===== src/rtl/io_handshake_responder_pkg.sv =====
// Shared encodings for the I/O handshake responder: FSM states, request modes and mode decode.
package io_handshake_responder_pkg;

    typedef enum logic [1:0] {
        StIdle    = 2'd0,
        StArmed   = 2'd1,
        StPressed = 2'd2,
        StAck     = 2'd3
    } state_e;

    typedef enum logic [1:0] {
        ModeNone  = 2'd0,
        ModeOut   = 2'd1,
        ModeIn    = 2'd2,
        ModePause = 2'd3
    } mode_e;

    function automatic mode_e decode_mode(input logic is_input, input logic is_output);
        mode_e m;
        case ({is_input, is_output})
            2'b01:   m = ModeOut;
            2'b10:   m = ModeIn;
            2'b11:   m = ModePause;
            default: m = ModeNone;
        endcase
        return m;
    endfunction

endpackage


===== src/rtl/io_handshake_responder_button_debouncer.sv =====
// Two-flop synchronizer followed by a stable-count debouncer for one raw pushbutton.
module io_handshake_responder_button_debouncer #(
    parameter int unsigned DEBOUNCE_CYCLES = 50000
) (
    input  logic clock,
    input  logic reset,
    input  logic raw,
    output logic level
);
    localparam int unsigned CntW = $clog2(DEBOUNCE_CYCLES);
    localparam logic [CntW-1:0] CntMax = CntW'(DEBOUNCE_CYCLES - 1);

    logic            sync1_q, sync2_q, level_q;
    logic [CntW-1:0] cnt_q;

    // Level flips only after DEBOUNCE_CYCLES consecutive samples that disagree with it.
    always_ff @(posedge clock) begin
        if (reset) begin
            sync1_q <= 1'b0;
            sync2_q <= 1'b0;
            level_q <= 1'b0;
            cnt_q   <= '0;
        end else begin
            sync1_q <= raw;
            sync2_q <= sync1_q;
            if (sync2_q != level_q) begin
                if (cnt_q == CntMax) begin
                    level_q <= sync2_q;
                    cnt_q   <= '0;
                end else begin
                    cnt_q <= cnt_q + 1'b1;
                end
            end else begin
                cnt_q <= '0;
            end
        end
    end

    assign level = level_q;

endmodule


===== src/rtl/io_handshake_responder.sv =====
// Peripheral end of the core's OUTPUT/INPUT/PAUSE handshake.
// Define IO_AUTO_ACK_EN to replace the button handshake with a fixed-delay auto-acknowledge.
module io_handshake_responder
    import io_handshake_responder_pkg::*;
#(
    parameter int unsigned DATA_WIDTH      = 32,
    parameter int unsigned SWITCH_WIDTH    = 16,
    parameter int unsigned DEBOUNCE_CYCLES = 50000,
    parameter int unsigned AUTO_ACK_DELAY  = 4
) (
    input  logic                    clock,
    input  logic                    reset,
    input  logic                    is_input,
    input  logic                    is_output,
    input  logic [DATA_WIDTH-1:0]   output_value,
    input  logic [SWITCH_WIDTH-1:0] switches,
    input  logic                    confirm_button_raw,
    input  logic                    continue_button_raw,
    output logic                    confirmation,
    output logic                    continue_button,
    output logic [DATA_WIDTH-1:0]   input_value,
    output logic [DATA_WIDTH-1:0]   display_value,
    output logic                    waiting
);
    if (DEBOUNCE_CYCLES < 2) begin : g_bad_debounce
        $error("DEBOUNCE_CYCLES must be at least 2");
    end
    if (AUTO_ACK_DELAY < 1) begin : g_bad_auto_ack
        $error("AUTO_ACK_DELAY must be at least 1");
    end

    state_e                  state_q, state_d;
    mode_e                   mode_q, mode_d, req_mode;
    logic [DATA_WIDTH-1:0]   display_q, display_d, input_q, input_d;
    logic [SWITCH_WIDTH-1:0] sw_sync1_q, sw_sync2_q;
    logic                    confirmation_q, continue_q, abort;

    assign req_mode = decode_mode(is_input, is_output);
    // mode_q is never ModeNone while armed, so dropped flags also count as a mismatch.
    assign abort    = (req_mode != mode_q);

`ifdef IO_AUTO_ACK_EN
    localparam int unsigned AckW = (AUTO_ACK_DELAY > 1) ? $clog2(AUTO_ACK_DELAY) : 1;
    localparam logic [AckW-1:0] AckMax = AckW'(AUTO_ACK_DELAY - 1);
    logic [AckW-1:0] ack_cnt_q, ack_cnt_d;

    always_ff @(posedge clock) begin
        if (reset) ack_cnt_q <= '0;
        else       ack_cnt_q <= ack_cnt_d;
    end
`else
    logic conf_level, cont_level, conf_prev_q, cont_prev_q, sel_level, sel_prev;

    io_handshake_responder_button_debouncer #(
        .DEBOUNCE_CYCLES(DEBOUNCE_CYCLES)
    ) u_confirm_db (
        .clock(clock),
        .reset(reset),
        .raw  (confirm_button_raw),
        .level(conf_level)
    );

    io_handshake_responder_button_debouncer #(
        .DEBOUNCE_CYCLES(DEBOUNCE_CYCLES)
    ) u_continue_db (
        .clock(clock),
        .reset(reset),
        .raw  (continue_button_raw),
        .level(cont_level)
    );

    always_ff @(posedge clock) begin
        if (reset) begin
            conf_prev_q <= 1'b0;
            cont_prev_q <= 1'b0;
        end else begin
            conf_prev_q <= conf_level;
            cont_prev_q <= cont_level;
        end
    end

    assign sel_level = (mode_q == ModePause) ? cont_level : conf_level;
    assign sel_prev  = (mode_q == ModePause) ? cont_prev_q : conf_prev_q;
`endif

    always_comb begin
        state_d   = state_q;
        mode_d    = mode_q;
        display_d = display_q;
        input_d   = input_q;
`ifdef IO_AUTO_ACK_EN
        ack_cnt_d = ack_cnt_q;
`endif
        case (state_q)
            StIdle: begin
                if (req_mode != ModeNone) begin
                    state_d = StArmed;
                    mode_d  = req_mode;
                    if (req_mode == ModeOut) display_d = output_value;
`ifdef IO_AUTO_ACK_EN
                    ack_cnt_d = '0;
`endif
                end
            end
            StArmed: begin
                if (abort) begin
                    state_d = StIdle;
`ifdef IO_AUTO_ACK_EN
                end else if (ack_cnt_q == AckMax) begin
                    state_d = StAck;
                    if (mode_q == ModeIn) input_d = DATA_WIDTH'(sw_sync2_q);
                end else begin
                    ack_cnt_d = ack_cnt_q + 1'b1;
`else
                end else if (sel_level && !sel_prev) begin
                    state_d = StPressed;
`endif
                end
            end
            StPressed: begin
                if (abort) begin
                    state_d = StIdle;
`ifndef IO_AUTO_ACK_EN
                end else if (!sel_level) begin
                    state_d = StAck;
                    if (mode_q == ModeIn) input_d = DATA_WIDTH'(sw_sync2_q);
`endif
                end
            end
            StAck:   state_d = StIdle;
            default: state_d = StIdle;
        endcase
    end

    always_ff @(posedge clock) begin
        if (reset) begin
            state_q        <= StIdle;
            mode_q         <= ModeNone;
            display_q      <= '0;
            input_q        <= '0;
            sw_sync1_q     <= '0;
            sw_sync2_q     <= '0;
            confirmation_q <= 1'b0;
            continue_q     <= 1'b0;
        end else begin
            state_q        <= state_d;
            mode_q         <= mode_d;
            display_q      <= display_d;
            input_q        <= input_d;
            sw_sync1_q     <= switches;
            sw_sync2_q     <= sw_sync1_q;
            confirmation_q <= (state_d == StAck) && (mode_q != ModePause);
            continue_q     <= (state_d == StAck) && (mode_q == ModePause);
        end
    end

    assign confirmation    = confirmation_q;
    assign continue_button = continue_q;
    assign input_value     = input_q;
    assign display_value   = display_q;
    assign waiting         = (state_q == StArmed) || (state_q == StPressed);

endmodule

===== config.mk =====
export PLATFORM = sky130hd
export DESIGN_NAME = io_handshake_responder
export DESIGN_NICKNAME = d
export VERILOG_FILES = /design/src/rtl/io_handshake_responder_pkg.sv /design/src/rtl/io_handshake_responder_button_debouncer.sv /design/src/rtl/io_handshake_responder.sv
export SDC_FILE = /design/constraint.sdc
export NUM_CORES = 1
export LEC_CHECK = 0
export CAP_MARGIN = 30
export CORE_MARGIN = 2
export CORE_UTILIZATION = 30
export CTS_CLUSTER_SIZE = 12
export DETAILED_ROUTE_END_ITERATION = 12
export HOLD_SLACK_MARGIN = 0.15
export SYNTH_ARGS = -nofsm -noshare
export SYNTH_HDL_FRONTEND = slang
export SYNTH_SLANG_ARGS = --single-unit

===== constraint.sdc =====
create_clock -name clock -period 1.8 [get_ports clock]
set_input_delay 0.18 -clock clock [delete_from_list [all_inputs] [get_ports clock]]
set_output_delay 0.18 -clock clock [all_outputs]
set_load 0.05 [all_outputs]

[Word-level counts from Yosys, hierarchy flattened]
Cells that the tools add are included.
Storage, ports and cells
  bits of input ports: 54
  output and inout port bits: 67
  register bits after elaboration: 126
  word-level logic and storage cells: 63
Cells by class
  mux-type cells: 9
  eq/ne operators: 16
  bitwise logic cells: 4
  add/sub/neg operators: 2
  reduce and logical (&&, ||, !) cells: 14
Operators by type and width (number)
  $add 16x1->16 const B: 2
  $eq 16x16->1 const B: 2
  $eq 2x2->1 const B: 7
  $mux 2: 5
  $pmux 2 s4: 1
  $eq 2x1->1 const B: 3
  $pmux 2 s3: 1
  $reduce_and 2->1: 3
  $reduce_or 3->1: 2
  $not 1->1: 4
  $reduce_and 4->1: 1
  $logic_and 1x1->1: 3
  $reduce_and 3->1: 1
  $logic_not 2->1: 1
  $mux 1: 2
  $ne 1x1->1: 2
  $ne 2x2->1: 1
  $ne 2x2->1 const B: 1
  $reduce_bool 2->1: 1
  $logic_not 1->1: 1
  $logic_or 1x1->1: 1

[Longest topological paths before layout]
  word-level depth: 9
  mapped depth: 8
  gate-level depth less buffers: 7

[Modules after synthesis]
From an unflattened synthesis, not the netlist that was laid out.
Unflattened totals
  cells, all modules: 497
  area total of the unflattened synthesis: 4740.8 sq um
By module, submodules not included
  io_handshake_responder: instances 1, seq. area each 1761.7 sq um, cells an instance 323, area each 3046.7 sq um
  io_handshake_responder_button_debouncer: instances 2, seq. area each 380.4 sq um, cells an instance 87, area each 847.1 sq um

[Worst setup path before layout]
Ideal clock, no wire load.
  path kind: reg-to-reg
  start point: register u_confirm_db.cnt_q[0]
  end point: register u_confirm_db.cnt_q[10]
  required time: 1.683 ns
  data arrival time: 1.570 ns
  library setup time: 0.117 ns
  cell stages (with the launch flop): 9
  period minus slack after synthesis: 1.688 ns
  path buffers: 2
  path slack: 0.112 ns
  cell sequence: dfxtp_1 ha_1 nand3_1 or2_1 nor2_1 or3_1 buf_2 buf_2 nor2_1
On the way
  cells in the longest elaborated chain, start to end: 2
  elaborated cells on any way between the ends: 3
  classes of those cells: add/sub (1); eq/ne (1); reduce/logical (1)
Ends and longest elaborated chain
  from (decl): line io_handshake_responder_button_debouncer.sv:14  | logic [CntW-1:0] cnt_q;
  from (signal assigned): line io_handshake_responder_button_debouncer.sv:31  | cnt_q <= cnt_q + 1'b1;
  parallel branches: the longest is 2 deep, another holds $add 16x1->16
Several ways; the timed one is not identified.
A chain may end at the register's enable or synchronous reset.

[Worst setup path in the final report]
  start point: register input_q[1] (netlist: input_value[1])
  end point: output port input_value[1]
RTL lines
  from (decl): line io_handshake_responder.sv:34  | logic [DATA_WIDTH-1:0] display_q, display_d, input_q, input_d;
  from (signal assigned): line io_handshake_responder.sv:149  | input_q <= input_d;
  to (decl): line io_handshake_responder.sv:21  | output logic [DATA_WIDTH-1:0] input_value,
No word-level cell between the ends.

==> impl_results.md <==
- # DRC: 0
- Crit-path slowest cell: clkdlybuf4s50_1
- Clock transition at path regs: 0.06 ns
- Post-cts resize count: 0
- Post-Synth Adder-Cell Area: 1.35%
- Tot GR Track Use: 12.0%
- Synth warnings: 0
- Starting Density: 30.6%
- Met3 Track Usage GR: 5.47%
- CTS Buf Count: 17
- Synth Flop Type: dfxtp_1
- Register area share after synthesis: 54.4%
- Synth top area share: 54.4%
- Crit-path cells: clkdlybuf4s50_1
- Rel. slew slack: 64.3%
- Min cycle time layout: 1.75 ns
- Async SR Flop Fraction: 0%
- Final Max Slew Viols: 0
- Pwr Total: 6.96 mW
- Main combinational cell family by area after synthesis: simple AND/OR/NAND/NOR gates
- H-tree lvl count: 4
- Final setup viols: 0
- Reg power frac: 41.7%
- Core Box Area: 0.0151 mm2
- Worst hold path class: in2reg
- Clock root buffer: clkbuf_16
- Worst-margin pin slew: 0.535 ns
- Busiest grt layer: met2
- Fill cells: 1424
- Yosys top cell by area: dfxtp_1
- Net load switching power: 1.60 mW
- Cell family with most CP delay: buffers and inverters
- Pin count of the biggest net entering global routing: 39
- Post-Synth Simple-Gate Area: 23.1%
- First-pass GRT wire length: 15800 um
- Grt ovf: 0
- Max_cap viols: 0
- Routed len/inst: 11.8 um
- Detailed-placement wirelength estimate: 6770 um
- #FFs+latches synth: 126
- NumNets Final: 674
- Count leader, synth: dfxtp_1
- Row count: 45
- Hold_buf cts: 0
- Diodes inserted: 0
- Status: completed
- Compound-Gate Fraction of Synth Area: 5.51%
- Post-Route WL: 9600 um
- Hold_ws: 0.233 ns
- Post-synth cell types: 41
- Top cells by area, synth: dfxtp_1 54%, nand2_1 6.5%, nor2_1 5.2%
- Die area: 0.0165 mm2
- Initial antenna violation count: 0
- GPL Wtd Cong: 0.750
- Worst Skew: 0.00829 ns
- Synthesized area: 0.00463 mm2
- CP arrival: 1.57 ns
- Share of layout cells above drive strength 1: 11.0%
- F_max: 0.572 GHz
- Vias in the first global route: 3528
- CP Capture Type: output port
- Cells after synthesis: 500
- Detailed router's first-iteration violation count: 157
- Core Util, Final: 43.4%
- Clk Latency, worst-skew pair: 0.40 ns
- Die height: 128 um
- Clock network fraction of total power: 49.9%
- Sw Share: 22.9%
- CP required: 1.62 ns
- Max Root-Sink Buffers: 2
- Internal: 5.36 mW
- Synth cell count leaders: 126 x dfxtp_1, 80 x nand2_1, 64 x nor2_1, 38 x nor2b_1, 35 x a21oi_1
- Startpoint types: flop
- Vias/cell: 4.34
- Port bufs: 104
- Met1 global-route usage: 13.2%
- Met2 Track Usage GR: 20.4%
- RSZ-0062 raised after global routing: false
- Crit path max fanout: 2
- Leakage: 2.52 nW
- Critical path class: reg2out
- Final-report hold violation count: 0
- Post-synth EDFFs: 0
- Final period util: 97.1%
- Final antenna-violating net count: 0
- Syn avg cell area: 9.27 um2
- Area growth, synth to finish: 41.7%
- Die Wd: 128 um
- IO Pins: 121
- Post-Synth XOR/XNOR Area: 6.05%
- Crit-path max cell delay: 0.82 ns
- Total number of vias: 3538
- Multiplexer share of the synthesized area: 3.89%
- Postcts setup bufs: 0
- Power per standard cell area: 1060 mW/mm2
- TritonCTS clock tree: built
- Combinational share of power: 8.4%
- Max VDD drop: 0.623 mV
- WP buf/inv: 1
- Num Clock Sinks: 126
- Detailed Routing Iterations Pass 1: 4
[cells by family after synthesis]
kind of cell / count (synthesis)
simple gates: 225
fa+ha+maj: 5
other cells: 1
buf+inv: 48
flops: 126
xor+xnor: 32
mux: 18
compound gates: 45
[flip-flops by register name (all words and copies together), names as in the netlist, 2 cells and up]
name / count
sw_sync1_q: 16
input_value: 16
u_continue_db.cnt_q: 16
mode_q: 2
state_q: 2
u_confirm_db.cnt_q: 16
sw_sync2_q: 16
display_value: 32
[layout make-up]
cell class                      instances  area (um2)  area share [%]
Inverter                                9        33.8           0.514
Sequential cell                       126        2520            38.5
Clock inverter                         13         163            2.48
Tap cell                              188         235            3.58
Clock buffer                           19         453            6.90
Multi-Input combinational cell        341        1950            29.7
Timing Repair Buffer                  120        1200            18.3
[power by group through the flow]
| stage | Combinational, mW | Sequential (mW) | Clock [mW] |
|---|---|---|---|
| after floorplan | 0.265 | 3.07 | 0 |
| after global placement | 0.576 | 2.96 | 0 |
| after detailed placement | 0.584 | 2.96 | 0 |
| after CTS | 0.585 | 2.90 | 3.56 |
| after global routing | 0.623 | 2.91 | 3.71 |
| final | 0.582 | 2.90 | 3.47 |
[metrics by stage]
stage / setup slack, ns / cells / instance area (um2) / setup TNS (ns)
final: 0.0520 / 816 / 6570 / 0
after CTS: 0.00967 / 816 / 6520 / 0
after global placement: 0.0613 / 784 / 5900 / 0
after detailed placement: -0.000857 / 784 / 5900 / -0.000857
after global routing: 0.000116 / 816 / 6570 / 0
after floorplan: 0.112 / 515 / 4690 / 0
[cell usage in the layout (no fill, tap or decap), drive strengths merged, types with 2 or more instances in the layout]
cell type / n
dfxtp: 126
clkdlybuf4s50: 98
nand2: 80
nor2: 64
nor2b: 38
a21oi: 36
buf: 20
clkbuf: 19
mux2i: 18
xnor2: 17
conb: 16
xor2: 15
inv: 11
nand3: 9
nand4: 8
nor3: 6
ha: 5
clkinv: 5
and3: 4
nor4: 4
clkinvlp: 3
bufinv: 3
or2: 3
nor4bb: 2
and4: 2
o21bai: 2
dlymetal6s2s: 2
[metal layers]
metal	vias up	share of wire, %
met5	-	0
met4	0	0.50
met3	6	6.9
met2	74	49
met1	1636	43
li1	1822	-
[path summary, 6_finish.rpt]
check,from,endpoint,slack [ns],cells past startpoint
worst min-delay path,reset,u_continue_db.level,0.23,2
worst max-delay path,input_value[1],input_value[1],0.05,1
worst min register to register,sw_sync1_q[10],sw_sync2_q[10],0.43,1
worst max register to register,mode_q[1],confirmation,0.12,6
(Power assumes the default switching activity.)
